`src/rtl/allgates_mux2x1_if.sv`:
```
// Operand/result bundle for allgates_mux2x1: operands a/b and the seven bitwise gate results y0..y6.
interface allgates_mux2x1_if #(
   parameter int WIDTH = 1
);
   logic [WIDTH-1:0] a;
   logic [WIDTH-1:0] b;
   logic [WIDTH-1:0] y0;
   logic [WIDTH-1:0] y1;
   logic [WIDTH-1:0] y2;
   logic [WIDTH-1:0] y3;
   logic [WIDTH-1:0] y4;
   logic [WIDTH-1:0] y5;
   logic [WIDTH-1:0] y6;

   modport master (
      output a, b,
      input  y0, y1, y2, y3, y4, y5, y6
   );

   modport slave (
      input  a, b,
      output y0, y1, y2, y3, y4, y5, y6
   );
endinterface

```
`src/rtl/allgates_mux2x1.sv`:
```
// NOT/AND/OR/NAND/NOR/XOR/XNOR built purely from 2:1 mux cells, registered on clk.
// Define ALLGATES_MUX_COMB_BYPASS_EN to drive the outputs straight from the mux network.
module allgates_mux2x1_cell (
   input  logic sel_i,
   input  logic d0_i,
   input  logic d1_i,
   output logic y_o
);
   assign y_o = sel_i ? d1_i : d0_i;
endmodule

module allgates_mux2x1 #(
   parameter int WIDTH = 1
) (
   input  logic              clk,
   input  logic              rst_n,
   allgates_mux2x1_if.slave  bus
);
   logic [WIDTH-1:0] y0_d, y1_d, y2_d, y3_d, y4_d, y5_d, y6_d;

   // Every cell selects on a[i]; nb is the mux-built inverse of b[i].
   for (genvar i = 0; i < WIDTH; i++) begin : g_bit
      logic nb;

      allgates_mux2x1_cell u_nb (.sel_i(bus.b[i]), .d0_i(1'b1),     .d1_i(1'b0),     .y_o(nb));
      allgates_mux2x1_cell u_y0 (.sel_i(bus.a[i]), .d0_i(1'b1),     .d1_i(1'b0),     .y_o(y0_d[i]));
      allgates_mux2x1_cell u_y1 (.sel_i(bus.a[i]), .d0_i(1'b0),     .d1_i(bus.b[i]), .y_o(y1_d[i]));
      allgates_mux2x1_cell u_y2 (.sel_i(bus.a[i]), .d0_i(bus.b[i]), .d1_i(1'b1),     .y_o(y2_d[i]));
      allgates_mux2x1_cell u_y3 (.sel_i(bus.a[i]), .d0_i(1'b1),     .d1_i(nb),       .y_o(y3_d[i]));
      allgates_mux2x1_cell u_y4 (.sel_i(bus.a[i]), .d0_i(nb),       .d1_i(1'b0),     .y_o(y4_d[i]));
      allgates_mux2x1_cell u_y5 (.sel_i(bus.a[i]), .d0_i(bus.b[i]), .d1_i(nb),       .y_o(y5_d[i]));
      allgates_mux2x1_cell u_y6 (.sel_i(bus.a[i]), .d0_i(nb),       .d1_i(bus.b[i]), .y_o(y6_d[i]));
   end

`ifdef ALLGATES_MUX_COMB_BYPASS_EN
   assign bus.y0 = y0_d;
   assign bus.y1 = y1_d;
   assign bus.y2 = y2_d;
   assign bus.y3 = y3_d;
   assign bus.y4 = y4_d;
   assign bus.y5 = y5_d;
   assign bus.y6 = y6_d;
`else
   logic [WIDTH-1:0] y0_q, y1_q, y2_q, y3_q, y4_q, y5_q, y6_q;

   // Output register stage; reset wins over capture.
   always_ff @(posedge clk) begin
      if (!rst_n) begin
         y0_q <= '0;
         y1_q <= '0;
         y2_q <= '0;
         y3_q <= '0;
         y4_q <= '0;
         y5_q <= '0;
         y6_q <= '0;
      end else begin
         y0_q <= y0_d;
         y1_q <= y1_d;
         y2_q <= y2_d;
         y3_q <= y3_d;
         y4_q <= y4_d;
         y5_q <= y5_d;
         y6_q <= y6_d;
      end
   end

   assign bus.y0 = y0_q;
   assign bus.y1 = y1_q;
   assign bus.y2 = y2_q;
   assign bus.y3 = y3_q;
   assign bus.y4 = y4_q;
   assign bus.y5 = y5_q;
   assign bus.y6 = y6_q;
`endif
endmodule

```
`src/flat_wrapper.sv`:
```
// flat-port wrapper written by rule: the top's interface ports become plain ports
module allgates_mux2x1_flat 
#(
   parameter int WIDTH = 1
)
  (clk, rst_n, bus_a, bus_b, bus_y0, bus_y1, bus_y2, bus_y3, bus_y4, bus_y5, bus_y6);
  allgates_mux2x1_if #(.WIDTH(WIDTH)) bus_i ();
  input  logic clk;
  input  logic rst_n;
  input wire logic [$bits(bus_i.a)-1:0] bus_a;
  input wire logic [$bits(bus_i.b)-1:0] bus_b;
  output wire logic [$bits(bus_i.y0)-1:0] bus_y0;
  output wire logic [$bits(bus_i.y1)-1:0] bus_y1;
  output wire logic [$bits(bus_i.y2)-1:0] bus_y2;
  output wire logic [$bits(bus_i.y3)-1:0] bus_y3;
  output wire logic [$bits(bus_i.y4)-1:0] bus_y4;
  output wire logic [$bits(bus_i.y5)-1:0] bus_y5;
  output wire logic [$bits(bus_i.y6)-1:0] bus_y6;
  assign bus_i.a = bus_a;
  assign bus_i.b = bus_b;
  assign bus_y0 = bus_i.y0;
  assign bus_y1 = bus_i.y1;
  assign bus_y2 = bus_i.y2;
  assign bus_y3 = bus_i.y3;
  assign bus_y4 = bus_i.y4;
  assign bus_y5 = bus_i.y5;
  assign bus_y6 = bus_i.y6;
  allgates_mux2x1 #(.WIDTH(WIDTH)) u_core (.clk(clk), .rst_n(rst_n), .bus(bus_i));
endmodule
```
`config.mk`:
```
export PLATFORM = sky130hd
export DESIGN_NAME = allgates_mux2x1_flat
export DESIGN_NICKNAME = d
export VERILOG_FILES = /design/src/rtl/allgates_mux2x1_if.sv /design/src/rtl/allgates_mux2x1.sv /design/src/flat_wrapper.sv
export SDC_FILE = /design/constraint.sdc
export NUM_CORES = 1
export LEC_CHECK = 0
export ABC_AREA = 1
export ABC_CLOCK_PERIOD_IN_PS = 800
export BUFFER_PORTS_ARGS = -buffer_cell sky130_fd_sc_hd__buf_2
export CORE_AREA = 2 2 39 41
export DETAILED_ROUTE_END_ITERATION = 10
export DIE_AREA = 0 0 41 43
export PLACE_DENSITY = 0.36
export SETUP_SLACK_MARGIN = 0.5
export SLEW_MARGIN = 20
export SYNTH_ARGS = -nofsm -noshare
export SYNTH_HDL_FRONTEND = slang
export SYNTH_SLANG_ARGS = --single-unit
```
`constraint.sdc`:
```
create_clock -name clk -period 0.8 [get_ports clk]
set_input_delay 0.16 -clock clk [delete_from_list [all_inputs] [get_ports clk]]
set_output_delay 0.16 -clock clk [all_outputs]
set_load 0.05 [all_outputs]
```
==> qor.txt <==
Setup crit start kind: flip-flop
First-pass GRT wire length: 676 um
Crit-path max FO: 1
Final instance area: 562 um2
Sequential share of power: 39.6%
CTS tree: done
Int Power: 0.000679 W
RSZ-0062 raised after global routing: true
Fill count: 134
Worst EP required: 0.64 ns
Post-Synthesis Net Count: 28
Layout cells sized above 1: 95.0%
Slew @ Worst Pin: 0.104 ns
1st-pass router iterations: 1
Prevailing post-synth register cell: dfxtp_1
Area leader, netlist: dfxtp_1
Die width: 41 um
Switch Pwr: 0.000269 W
Root buf cell: clkbuf_4
Leak: 0.249 nW
Seq/Total Area, Yosys: 65.5%
Pwr per Cell Area: 1690 nW/um2
Largest family of logic cells by synthesized area: simple AND/OR/NAND/NOR gates
Switching Fraction: 28.3%
Util after Layout: 40.6%
Final setup viols: 7
Initial drt markers: 0
Cells after Synth: 22
Routability cong.: 0.647
Synth Area in Adders: 11.7%
Average wire per standard cell: 7.41 um
Final Hold Viols: 0
Status: finished with violations
Post-synth EDFFs: 0
Fin nets: 47
Area post-placement: 385 um2
CTS Buf Count: 3
Period utilization: 111%
Buf/Inv on CP: 1
Post-synth top cells: 7 x dfxtp_1, 5 x inv_1, 5 x nor2_1, 3 x nand2_1, 2 x ha_1
Most numerous cell in the Yosys netlist: dfxtp_1
Row count: 14
# clock sinks: 7
Pins Over Slew Limit: 0
DRC: 0
Synth top area cells: dfxtp_1 65%, ha_1 12%, inv_1 8.8%, nor2_1 8.8%, nand2_1 5.3%
F_max: 1130 MHz
Largest delay contributor family on the critical path: flip-flops
Min cycle time layout: 0.887 ns
Min-delay worst type: input port to flip-flop
Post-synth cell types: 5
Largest net degree at the start of global routing: 5
Die area: 1760 um2
Core ar.: 1380 um2
TNS Setup: -0.570 ns
Clock power share: 32.8%
Syn-to-layout area delta: 163%
H-tree depth: 1
Starting density of the core: 15.5%
Synthesized area per cell: 9.73 um2
CP max stage cell: dfxtp_4
Vias per Instance: 3.52
Worst endpoint data arrival time: 0.73 ns
XOR/XNOR Fraction of Synth Area: 0%
Initial antenna violation count: 0
Post-Syn Area: 214 um2
Crit path largest cell delay: 0.34 ns
Routed Antenna Nets: 0
Failing checks: negative setup slack
Max IR drop VDD: 467 uV
Routed WL: 415 um
Crit. End Element: output port
Fin worst setup slack: -0.0870 ns
Overall routing resource usage: 6.84%
Die Span Y: 43 um
Power share of the combinational group: 27.6%
CTS clk-pin slew, worst paths: 0.05 ns
Max Cap Viol: 0
Yosys warnings: 0
Simple-gate share of the synthesized area: 14.0%
Ys async rst share: 0%
Mux share of post-synthesis cell area: 0%
CTS Buffer Depth: 2
Hpwl dp: 322 um
Flops & latches, synth: 7
Vias: 197
Crit path cell chain: buf_8
Top cell type's share of synthesized area: 65.5%
GRT overflow: 0
N_diodes: 0
IO Port Bufs: 10
Critical path type: flip-flop to output port
Vias in the first global route: 196
Rel. slew slack: 93.1%
Compound-Gate Fraction of Synth Area: 0%
I/O pin total: 11
-- state kept, by name, indices dropped and copies added (netlist names) --
| name | count |
|---|---|
| u_core.bus.y3 | 1 |
| u_core.bus.y4 | 1 |
| u_core.bus.y0 | 1 |
| u_core.bus.y2 | 1 |
| u_core.bus.y6 | 1 |
| u_core.bus.y1 | 1 |
| u_core.bus.y5 | 1 |
-- cell type report --
cell class | count | area (um2) | area share [%]
clock buffer | 4 | 26.3 | 4.68
multi-input combinational | 10 | 108 | 19.2
timing repair buffer | 14 | 198 | 35.2
sequential | 7 | 166 | 29.6
inverter | 5 | 43.8 | 7.80
tap | 16 | 20.0 | 3.56
-- final timing paths --
kind | cells after the start | startpoint | to
max | 1 | u_core.bus.y1 | bus_y1
min | 3 | bus_b | u_core.bus.y4
-- logic make-up (layout without fill, tap and decap cells) --
| logic type | after synthesis | after routing |
|---|---|---|
| AND/OR/NAND/NOR | 8 | 8 |
| flip-flops | 7 | 7 |
| buffers and inverters | 5 | 23 |
| adder cells (fa/ha/maj) | 2 | 2 |
-- per-stage QoR --
stage | total power [W] | worst slack [ns] | hold slack [ns] | std cells
global placement | 0.000545 | 0.00567 | 0.417 | 51
floorplan | 0.000488 | 0.225 | 0.223 | 22
detailed placement | 0.000546 | 0.00273 | 0.420 | 51
CTS | 0.000948 | -0.0995 | 0.163 | 56
global route | 0.000999 | -0.108 | 0.168 | 56
finish | 0.000948 | -0.0870 | 0.178 | 56
-- power groups by stage --
stage	clock network (W)	registers [W]	logic (W)
after floorplan	0	0.000454	0.0000346
after global placement	0	0.000373	0.000172
after detailed placement	0	0.000374	0.000173
after CTS	0.000330	0.000376	0.000242
after global routing	0.000347	0.000376	0.000275
final	0.000311	0.000376	0.000262
-- repair_timing --
item                                    4_1_cts  5_1_grt
hold endpoints to repair                      0        0
gates cloned                                  0        0
pin swaps                                     5        4
setup buffers                                 1        0
gates resized for setup                      33       12
hold buffers                                  0        0
endpoints found under the setup margin       14       14
-- per-layer routing --
| metal | GRT usage, % | up-vias | part of all wire [%] |
|---|---|---|---|
| met5 | 0 | - | 0 |
| met4 | 14.0 | 0 | 5.3 |
| met3 | 2.09 | 2 | 6.0 |
| met2 | 8.44 | 9 | 57 |
| met1 | 5.18 | 88 | 32 |
| li1 | - | 98 | - |
-- cell usage in the layout (no fill, tap or decap), types with 2 or more instances in the layout --
cell	n
clkbuf_4	4
dfxtp_4	7
nand2_4	2
buf_8	7
inv_2	3
ha_4	2
buf_12	2
nor2_2	4
buf_6	4
(Power assumes the default switching activity.)
